--- src/rtl/sig_pkg.sv ---
// Shared definitions for the SHA-256 message block packer.
package sig_pkg;

    localparam int unsigned BLOCK_WORDS = 16;
    localparam int unsigned BLOCK_BITS  = 512;
    localparam logic [7:0]  PAD_BYTE    = 8'h80;

    typedef enum logic [1:0] {
        IDLE,
        FILL,
        PAD,
        EMIT
    } packer_state_t;

    // Padded message spans L bytes + 0x80 byte + 8 length bytes, rounded up to 64.
    function automatic logic [63:0] len_to_blocks(input logic [63:0] len);
        return ((len + 64'd8) >> 6) + 64'd1;
    endfunction

endpackage

--- src/rtl/sig_block_packer_if.sv ---
// Command, FIFO and block handshakes of the block packer; slave is the packer side.
interface sig_block_packer_if
    import sig_pkg::*;
#(
    parameter int unsigned LEN_WIDTH = 32
);

    logic                  cmd_valid;
    logic                  cmd_ready;
    logic [LEN_WIDTH-1:0]  cmd_len;
    logic                  fifo_valid;
    logic [31:0]           fifo_dout;
    logic                  fifo_re;
    logic                  blk_valid;
    logic                  blk_ready;
    logic [BLOCK_BITS-1:0] blk_data;
    logic                  blk_first;
    logic                  blk_last;

    modport slave (
        input  cmd_valid, cmd_len, fifo_valid, fifo_dout, blk_ready,
        output cmd_ready, fifo_re, blk_valid, blk_data, blk_first, blk_last
    );

    modport master (
        output cmd_valid, cmd_len, fifo_valid, fifo_dout, blk_ready,
        input  cmd_ready, fifo_re, blk_valid, blk_data, blk_first, blk_last
    );

endinterface

--- src/rtl/sig_last_word_pad.sv ---
// Keeps the first r bytes of the final message word and appends the 0x80 pad byte.
module sig_last_word_pad
    import sig_pkg::*;
(
    input  logic [31:0] word,
    input  logic [1:0]  r,
    output logic [31:0] padded
);

    always_comb begin
        padded = word;
        unique case (r)
            2'd1:    padded = {word[31:24], PAD_BYTE, 16'h0000};
            2'd2:    padded = {word[31:16], PAD_BYTE, 8'h00};
            2'd3:    padded = {word[31:8], PAD_BYTE};
            default: padded = word;
        endcase
    end

endmodule

--- src/rtl/sig_block_packer.sv ---
// Packs FIFO message words into SHA-256 padded 512-bit blocks, one message per command.
module sig_block_packer
    import sig_pkg::*;
#(
    parameter int unsigned LEN_WIDTH = 32,
    parameter int unsigned CNT_WIDTH = 16
) (
    input  logic                 clk,
    input  logic                 reset,
    sig_block_packer_if.slave    bus,
    output logic                 busy,
    output logic [CNT_WIDTH-1:0] blk_count
);

    packer_state_t         state_q;
    logic [BLOCK_BITS-1:0] blk_buf_q;
    logic [3:0]            widx_q;
    logic [LEN_WIDTH-1:0]  words_left_q;
    logic [LEN_WIDTH-1:0]  len_q;
    logic [LEN_WIDTH-1:0]  blk_idx_q;
    logic [LEN_WIDTH-1:0]  last_blk_q;
    logic                  pad_done_q;
    logic                  blk_first_q;
    logic                  blk_last_q;
    logic [CNT_WIDTH-1:0]  blk_count_q;

    logic [63:0]          cmd_len64;
    logic [LEN_WIDTH-1:0] cmd_words;
    logic [LEN_WIDTH-1:0] cmd_last_blk;
    logic [63:0]          len_bits;
    logic [1:0]           r;
    logic                 fill_final;
    logic                 final_blk;
    logic                 at_last_slot;
    logic [31:0]          padded_word;
    logic [31:0]          fill_word;
    logic [31:0]          pad_word;
    logic [8:0]           word_lsb;

    sig_last_word_pad u_last_word_pad (
        .word   (bus.fifo_dout),
        .r      (r),
        .padded (padded_word)
    );

    always_comb begin
        cmd_len64    = 64'(bus.cmd_len);
        cmd_words    = LEN_WIDTH'((cmd_len64 + 64'd3) >> 2);
        cmd_last_blk = LEN_WIDTH'(len_to_blocks(cmd_len64) - 64'd1);
        len_bits     = 64'(len_q) << 3;
        r            = 2'(len_q);
        fill_final   = (words_left_q == LEN_WIDTH'(1));
        final_blk    = (blk_idx_q == last_blk_q);
        at_last_slot = (widx_q == 4'(BLOCK_WORDS - 1));
        // Word 0 sits in the top 32 bits of the block.
        word_lsb     = {~widx_q, 5'd0};
        fill_word    = (fill_final && (r != 2'd0)) ? padded_word : bus.fifo_dout;
        pad_word     = 32'h0;
        if (!pad_done_q) begin
            pad_word = {PAD_BYTE, 24'h000000};
        end else if (final_blk && (widx_q == 4'd14)) begin
            pad_word = len_bits[63:32];
        end else if (final_blk && at_last_slot) begin
            pad_word = len_bits[31:0];
        end
    end

    always_ff @(posedge clk) begin
        if (reset) begin
            state_q      <= IDLE;
            blk_buf_q    <= '0;
            widx_q       <= '0;
            words_left_q <= '0;
            len_q        <= '0;
            blk_idx_q    <= '0;
            last_blk_q   <= '0;
            pad_done_q   <= 1'b0;
            blk_first_q  <= 1'b0;
            blk_last_q   <= 1'b0;
            blk_count_q  <= '0;
        end else begin
            unique case (state_q)
                IDLE: begin
                    if (bus.cmd_valid) begin
                        len_q        <= bus.cmd_len;
                        words_left_q <= cmd_words;
                        last_blk_q   <= cmd_last_blk;
                        widx_q       <= '0;
                        blk_idx_q    <= '0;
                        pad_done_q   <= 1'b0;
                        state_q      <= (cmd_words != '0) ? FILL : PAD;
                    end
                end
                FILL: begin
                    if (bus.fifo_valid) begin
                        blk_buf_q[word_lsb +: 32] <= fill_word;
                        widx_q       <= widx_q + 4'd1;
                        words_left_q <= words_left_q - LEN_WIDTH'(1);
                        if (fill_final && (r != 2'd0)) begin
                            pad_done_q <= 1'b1;
                        end
                        if (at_last_slot) begin
                            state_q     <= EMIT;
                            blk_first_q <= (blk_idx_q == '0);
                            blk_last_q  <= 1'b0;
                        end else if (fill_final) begin
                            state_q <= PAD;
                        end
                    end
                end
                PAD: begin
                    blk_buf_q[word_lsb +: 32] <= pad_word;
                    widx_q     <= widx_q + 4'd1;
                    pad_done_q <= 1'b1;
                    if (at_last_slot) begin
                        state_q     <= EMIT;
                        blk_first_q <= (blk_idx_q == '0);
                        blk_last_q  <= final_blk;
                    end
                end
                EMIT: begin
                    if (bus.blk_ready) begin
                        blk_count_q <= blk_count_q + CNT_WIDTH'(1);
                        widx_q      <= '0;
                        blk_idx_q   <= blk_idx_q + LEN_WIDTH'(1);
                        blk_first_q <= 1'b0;
                        blk_last_q  <= 1'b0;
                        if (blk_last_q) begin
                            state_q <= IDLE;
                        end else if (words_left_q != '0) begin
                            state_q <= FILL;
                        end else begin
                            state_q <= PAD;
                        end
                    end
                end
                default: state_q <= IDLE;
            endcase
        end
    end

    assign bus.cmd_ready = (state_q == IDLE);
    assign bus.fifo_re   = (state_q == FILL);
    assign bus.blk_valid = (state_q == EMIT);
    assign bus.blk_data  = blk_buf_q;
    assign bus.blk_first = blk_first_q;
    assign bus.blk_last  = blk_last_q;
    assign busy          = (state_q != IDLE);
    assign blk_count     = blk_count_q;

endmodule

--- src/flat_wrapper.sv ---
// flat-port wrapper written by rule: the top's interface ports become plain ports
module sig_block_packer_flat import sig_pkg::*;
#(
    parameter int unsigned LEN_WIDTH = 32,
    parameter int unsigned CNT_WIDTH = 16
)
  (clk, reset, busy, blk_count, bus_cmd_valid, bus_cmd_len, bus_fifo_valid, bus_fifo_dout, bus_blk_ready, bus_cmd_ready, bus_fifo_re, bus_blk_valid, bus_blk_data, bus_blk_first, bus_blk_last);
  sig_block_packer_if #(.LEN_WIDTH(LEN_WIDTH)) bus_i ();
  input  logic clk;
  input  logic reset;
  output logic busy;
  output logic [CNT_WIDTH-1:0] blk_count;
  input wire logic [$bits(bus_i.cmd_valid)-1:0] bus_cmd_valid;
  input wire logic [$bits(bus_i.cmd_len)-1:0] bus_cmd_len;
  input wire logic [$bits(bus_i.fifo_valid)-1:0] bus_fifo_valid;
  input wire logic [$bits(bus_i.fifo_dout)-1:0] bus_fifo_dout;
  input wire logic [$bits(bus_i.blk_ready)-1:0] bus_blk_ready;
  output wire logic [$bits(bus_i.cmd_ready)-1:0] bus_cmd_ready;
  output wire logic [$bits(bus_i.fifo_re)-1:0] bus_fifo_re;
  output wire logic [$bits(bus_i.blk_valid)-1:0] bus_blk_valid;
  output wire logic [$bits(bus_i.blk_data)-1:0] bus_blk_data;
  output wire logic [$bits(bus_i.blk_first)-1:0] bus_blk_first;
  output wire logic [$bits(bus_i.blk_last)-1:0] bus_blk_last;
  assign bus_i.cmd_valid = bus_cmd_valid;
  assign bus_i.cmd_len = bus_cmd_len;
  assign bus_i.fifo_valid = bus_fifo_valid;
  assign bus_i.fifo_dout = bus_fifo_dout;
  assign bus_i.blk_ready = bus_blk_ready;
  assign bus_cmd_ready = bus_i.cmd_ready;
  assign bus_fifo_re = bus_i.fifo_re;
  assign bus_blk_valid = bus_i.blk_valid;
  assign bus_blk_data = bus_i.blk_data;
  assign bus_blk_first = bus_i.blk_first;
  assign bus_blk_last = bus_i.blk_last;
  sig_block_packer #(.LEN_WIDTH(LEN_WIDTH), .CNT_WIDTH(CNT_WIDTH)) u_core (.clk(clk), .reset(reset), .bus(bus_i), .busy(busy), .blk_count(blk_count));
endmodule
--- config.mk ---
export PLATFORM = sky130hd
export DESIGN_NAME = sig_block_packer_flat
export DESIGN_NICKNAME = d
export VERILOG_FILES = /design/src/rtl/sig_pkg.sv /design/src/rtl/sig_block_packer_if.sv /design/src/rtl/sig_last_word_pad.sv /design/src/rtl/sig_block_packer.sv /design/src/flat_wrapper.sv
export SDC_FILE = /design/constraint.sdc
export NUM_CORES = 1
export LEC_CHECK = 0
export CORE_MARGIN = 4
export CORE_UTILIZATION = 45
export CTS_CLUSTER_DIAMETER = 150
export DETAILED_ROUTE_END_ITERATION = 10
export PLACE_DENSITY = 0.71
export SETUP_SLACK_MARGIN = 0.15
export SKIP_CTS_REPAIR_TIMING = 1
export SLEW_MARGIN = 20
export SYNTH_ARGS = -nofsm -noshare
export SYNTH_HDL_FRONTEND = slang
export SYNTH_SLANG_ARGS = --single-unit
--- constraint.sdc ---
create_clock -name clk -period 6.6 [get_ports clk]
set_clock_uncertainty 0.15 [all_clocks]
set_input_delay 1.65 -clock clk [delete_from_list [all_inputs] [get_ports clk]]
set_output_delay 1.65 -clock clk [all_outputs]
set_load 0.1 [all_outputs]
==> impl_metrics.yaml, run 1 <==
cts:
  clock_sinks: 660
  cts_root_buf: "clkbuf_16"
  cts_buffer_depth: 3
  clkTransAtPathRegs_ns: 0.06
  cts-buffers-inserted: 71
  ctsHtreeMaxLevel: 3
  clk_latency_ns: 0.61
  tritoncts: "built"
synthesis:
  synthesis.area_per_instance_sq_um: 8.44
  syn-cell-area_sq_um: 26000
  synthFlopType: "dfxtp_1"
  synth_cell_types: 81
  synthesis.nets: 3165
  ys_ff_latch: 660
  synthCells: 3082
  yosysWarnings: 0
  ys_async_sr_fraction_pct: 0
  synth_edf_count: 0
  ys_seq_area_share_pct: 50.8
hold_path:
  holdPathStages: 2
  hp-class: "flop to flop"
  holdPathEnd: "u_core.bus.blk_data[437]"
  min_from: "u_core.bus.blk_data[437]"
floorplanning:
  fp.dieW_um: 248
  die-area_sq_um: 61700
  core_sq_um: 56800
  start_util_pct: 45.8
  std_cell_rows: 87
  die_y_um: 248
  ioPinCount: 603
timing:
  rsz0062_at_grt: "no"
  fmax_mhz: 197
  period_needed_ns: 5.08
  hold_ws_ns: 0.297
  finalSetupViolations: 0
  finalCritPeriodShare_pct: 77.0
  slew_viol_final: 0
  setup_tns_ns: 0
  worst_slew_pin_slew_ns: 1.20
  maxSlewHeadroom_pct: 19.8
  final-hold-violation-count: 0
route:
  ant_nets: 0
  vias_per_cell: 5.66
  drt_iter0_markers: 2189
  drt_first_pass_iters: 6
  drcViolationCount: 0
  vias: 24800
  post_drt_wl_per_cell_um: 24.1
  wl_um: 106000
global_route:
  grt_pass1_wl_um: 153000
  grt_pass1_vias: 22500
  grt_max_degree: 84
  grt_usage_pct: 32.2
  grt-ovfl-total: 0
  antenna_found_initial: 1
critical_path:
  r2r_cells: 8
  crit_arrival_ns: 5.43
  crit_chain: "inv_1 > ha_1 > clkinv_1 > o21ai_1 > nand2_1 > nor3_2 > nand2_1 > o21ai_0"
  path_class: "flop to flop"
  worstPathRequired_ns: 6.95
  worstSetupEndpointType: "flop"
  startpoint_type: "flop"
  reg2reg_from: "u_core.state_q[0]"
  crit_family: "simple AND/OR/NAND/NOR gates"
  r2r_setup_slack_ns: 1.52
  cp_common_cell: "nand2_1"
  max_stage_delay_ns: 0.89
  path_buf_inv: 2
  path_max_fanout: 24
  path_depth: 8
  crit_slowest_cell: "nand2_1"
  worstReg2RegEnd: "u_core.bus.blk_data[197]"
pwr:
  vdd_ir_drop_max_mv: 0.221
  power.density_nw_per_um2: 315
  p_leak_uw: 0.0119
place:
  gp_congestion: 0.974
  dp_hpwl_um: 75200
  port_buffers: 602
  placed_cell_area_sq_um: 32300
cells_and_area:
  fin_util_pct: 61.2
  layout_common_cells: "dfxtp_1 (660), clkdlybuf4s50_1 (596), nand2_1 (548), a21oi_1 (255), o21ai_0 (249)"
  final_common_cell: "dfxtp_1"
  design_area_sq_um: 34800
  finalNetCount: 3641
  area_growth_pct: 33.7
  drive_gt1_share_pct: 7.08
outcome:
  status: "finished clean"
flow_run:
  drv_cap: 0
-- sequential cells by signal, indices dropped and copies added, names as in the netlist --
register              flops
u_core.bus.blk_data     512
u_core.blk_idx_q         32
u_core.len_q             32
u_core.words_left_q      32
u_core.last_blk_q        27
u_core.blk_count         16
u_core.widx_q             4
u_core.state_q            2
u_core.bus.blk_first      1
u_core.bus.blk_last       1
u_core.pad_done_q         1
-- tightest hold or removal path, cell delays in order, from the launching register on --
cell     delay, ns
dfxtp_1       0.30
nand2_1       0.05
o21ai_1       0.05
-- metal layers --
layer / vias to the layer above / part of all wire (%) / track usage [%]
li1: 11600 / - / -
met1: 11800 / 40 / 41.8
met2: 1213 / 46 / 52.0
met3: 196 / 9.2 / 7.28
met4: 0 / 4.5 / 13.5
met5: - / 0 / 0
-- metrics by stage --
step	power [uW]	setup WS, ns	instances
finish	11000	1.52	4372
floorplan	6070	2.64	3082
detailed placement	6870	1.50	4240
CTS	11000	1.79	4369
global placement	6860	1.58	4240
global route	11300	1.31	4370
-- Yosys cell counts, types with 4 or more instances --
cell / count / share of area [%]
dfxtp_1: 660 / 51
nand2_1: 548 / 7.9
a21oi_1: 258 / 5.0
o21ai_0: 250 / 4.8
nor2_1: 238 / 3.4
clkbuf_1: 180 / 2.6
nand3_1: 155 / 3.0
o21ai_1: 115 / 2.2
a211oi_1: 83 / 2.4
xor2_1: 67 / 2.3
xnor2_1: 60 / 2.0
nor3_1: 51 / 0.98
nand4_1: 43 / 1.0
buf_2: 34 / 0.65
nor4_1: 20 / 0.48
a22oi_1: 19 / 0.55
and3_1: 19 / 0.46
mux2i_1: 19 / 0.73
inv_1: 17 / 0.25
ha_1: 14 / 0.67
or3_1: 14 / 0.34
a31oi_1: 13 / 0.31
nor2b_1: 13 / 0.31
a22oi_2: 12 / 0.58
a22oi_4: 10 / 0.82
and2_1: 10 / 0.24
buf_1: 10 / 0.14
nand2b_1: 10 / 0.24
buf_4: 9 / 0.26
buf_6: 9 / 0.39
o21ai_2: 9 / 0.30
and4_1: 8 / 0.27
o31ai_1: 6 / 0.17
a21o_1: 5 / 0.14
clkbuf_8: 5 / 0.26
nor3_2: 5 / 0.19
o21a_1: 5 / 0.14
o22ai_1: 5 / 0.12
or4_1: 5 / 0.14
a221oi_1: 4 / 0.13
nor3b_1: 4 / 0.12
o31a_1: 4 / 0.13
-- worst max path at each step --
stage / from / end / slack (ns)
floorplan: bus_cmd_len[4] / u_core.state_q[1] / 2.64
global placement: bus_fifo_valid / u_core.bus.blk_data[201] / 1.58
detailed placement: bus_fifo_valid / u_core.bus.blk_data[197] / 1.50
CTS: u_core.state_q[0] / u_core.bus.blk_data[197] / 1.79
global route: u_core.state_q[0] / u_core.bus.blk_data[213] / 1.31
finish: u_core.state_q[0] / u_core.bus.blk_data[197] / 1.52
-- cells by family after synthesis --
family / Yosys count / synth area share, %
simple gates: 1172 / 20.3
flops: 660 / 50.8
buf+inv: 269 / 4.67
mux: 20 / 0.774
compound gates: 820 / 18.6
xor+xnor: 127 / 4.28
fa+ha+maj: 14 / 0.673
-- report_power, final --
part | switching [uW] | internal (uW) | leakage, uW
clock | 1700 | 2440 | 0.00119
combinational | 1840 | 615 | 0.00542
sequential | 187 | 4190 | 0.00533
-- layout make-up --
type	count	area, sq um
antenna	2	5.00
clock buffer	104	2080
clock inverter	25	338
fill	5026	22000
inverter	18	67.6
multi-input combinational	2153	11700
sequential	660	13200
tap	756	946
timing repair buffer	654	6420
Note: power is estimated with default switching activity, not from simulation.
==> run 2: changes to the inputs <==
Settings changed: PLACE_DENSITY 0.71 to 0.74.
Clock period 6.6 ns to 4.2 ns, I/O delays scaled along.
==> impl_metrics.yaml, run 2 (synthesis gave the netlist of run 1 again) <==
pwr:
  p_leak_uw: 0.0125
  vdd_ir_drop_max_mv: 0.351
  power.density_nw_per_um2: 486
route:
  drt_iter0_markers: 2270
  drt_first_pass_iters: 5
  ant_nets: 0
  vias_per_cell: 5.66
  wl_um: 106000
  vias: 25200
  post_drt_wl_per_cell_um: 23.7
  drcViolationCount: 0
global_route:
  grt_max_degree: 128
  grt_pass1_wl_um: 156000
  busiest_layer: "met2"
  grt_util_met3_pct: 7.16
  met1_usage_pct: 41.4
  grt_usage_pct: 32.5
  grt_pass1_vias: 23200
  met2_usage_pct: 52.1
  grt-ovfl-total: 0
  antenna_found_initial: 2
critical_path:
  crit_slowest_cell: "clkdlybuf4s50_1"
  crit_arrival_ns: 3.81
  worstPathRequired_ns: 4.52
  max_stage_delay_ns: 0.61
  path_max_fanout: 6
  startpoint_type: "input pin"
  path_class: "input pin to flop"
  reg2reg_from: "u_core.widx_q[0]"
  crit_chain: "clkdlybuf4s50_1 > o21a_1 > nand3_2 > nor4_2 > mux2i_1 > or4_1 > a2111oi_2 > buf_4 > o41ai_1"
  worstSetupEndpointType: "flop"
  r2r_setup_slack_ns: 0.87
  r2r_cells: 9
  worstReg2RegEnd: "u_core.bus.blk_data[493]"
place:
  gp_congestion: 0.940
  port_buffers: 602
  place_inst: 4328
  dp_hpwl_um: 75900
timing:
  fmax_mhz: 286
  worst_slew_pin_slew_ns: 1.17
  finalSetupViolations: 0
  slew_viol_final: 0
  setup_tns_ns: 0
  period_needed_ns: 3.49
  final-hold-violation-count: 0
  rsz0062_at_grt: "no"
  maxSlewHeadroom_pct: 22.0
  finalCritPeriodShare_pct: 83.1
cells_and_area:
  fill_cells: 4893
  multi_input_area_sq_um: 11700
  finalNonFillerCells: 4460
  final_common_cell: "dfxtp_1"
  area_growth_pct: 36.5
  finalNetCount: 3729
  seqCellArea_sq_um: 13200
  layout_common_cells: "dfxtp_1 (660), clkdlybuf4s50_1 (568), nand2_1 (548), a21oi_1 (255), o21ai_0 (249)"
  drive_gt1_share_pct: 10.3
  largest_reg_flops: 512
floorplanning:
  ioPinCount: 603
  die-area_sq_um: 61700
  std_cell_rows: 87
  fp.dieW_um: 248
  start_util_pct: 45.8
  die_y_um: 248
  core_sq_um: 56800
flow_run:
  drv_cap: 0
cts:
  cts_root_buf: "clkbuf_16"
  clk_latency_ns: 0.61
  ctsHtreeMaxLevel: 3
  tritoncts: "built"
  cts_buffer_depth: 3
  clkTransAtPathRegs_ns: 0.06
  cts-buffers-inserted: 72
  clock_sinks: 660
hold_path:
  holdPathStages: 2
  holdPathEnd: "u_core.bus.blk_data[359]"
  min_from: "u_core.bus.blk_data[359]"
  hp-class: "flop to flop"
outcome:
  status: "finished clean"
[run 2: metrics by stage]
step           utilization [%]  hold slack (ns)  total power, uW  setup WS, ns  area, sq um
2_1_floorplan                -            0.282             9540         0.840        26000
3_3_place_gp              58.2            0.282            10900         0.104        33100
3_5_place_dp              58.2            0.291            10900         0.103        33100
4_1_cts                   62.5            0.299            17300         0.694        35500
5_1_grt                   62.5            0.312            17900         0.558        35500
6_report                  62.5            0.297            17300         0.708        35500
[run 2: where the power goes]
group,switching (uW),internal (uW)
Combinational,2880,1060
Clock,2700,3740
Sequential,293,6590
Total,5870,11400
[run 2: worst max-delay path by stage]
stage / start / end / cells past startpoint
after floorplan: bus_cmd_len[4] / u_core.state_q[1] / 8
after global placement: bus_cmd_len[4] / u_core.state_q[0] / 9
after detailed placement: bus_cmd_len[2] / u_core.state_q[0] / 9
after CTS: u_core.bus.blk_data[36] / bus_blk_data[36] / 1
after global routing: bus_cmd_len[13] / u_core.state_q[0] / 10
final: bus_cmd_len[2] / u_core.state_q[0] / 9
[run 2: layout make-up]
| type | count | share of cell area, % |
|---|---|---|
| Multi-Input combinational cell | 2153 | 33.0 |
| Tap cell | 756 | 2.66 |
| Inverter | 18 | 0.190 |
| Clock buffer | 102 | 5.96 |
| Timing Repair Buffer | 741 | 20.1 |
| Clock inverter | 29 | 0.941 |
| Antenna cell | 1 | 0.00705 |
| Sequential cell | 660 | 37.2 |
[run 2: layer usage]
layer / part of all wire [%] / wire, um
met1: 40 / 42500
met2: 46 / 48200
met3: 8.6 / 9060
met4: 5.6 / 5950
met5: 0 / 0
[run 2: critical path: cells and delay by family]
family | cells | cell delay, ns
compound gates | 3 | 0.78
buf+inv | 2 | 0.81
mux | 1 | 0.15
simple gates | 3 | 1.02
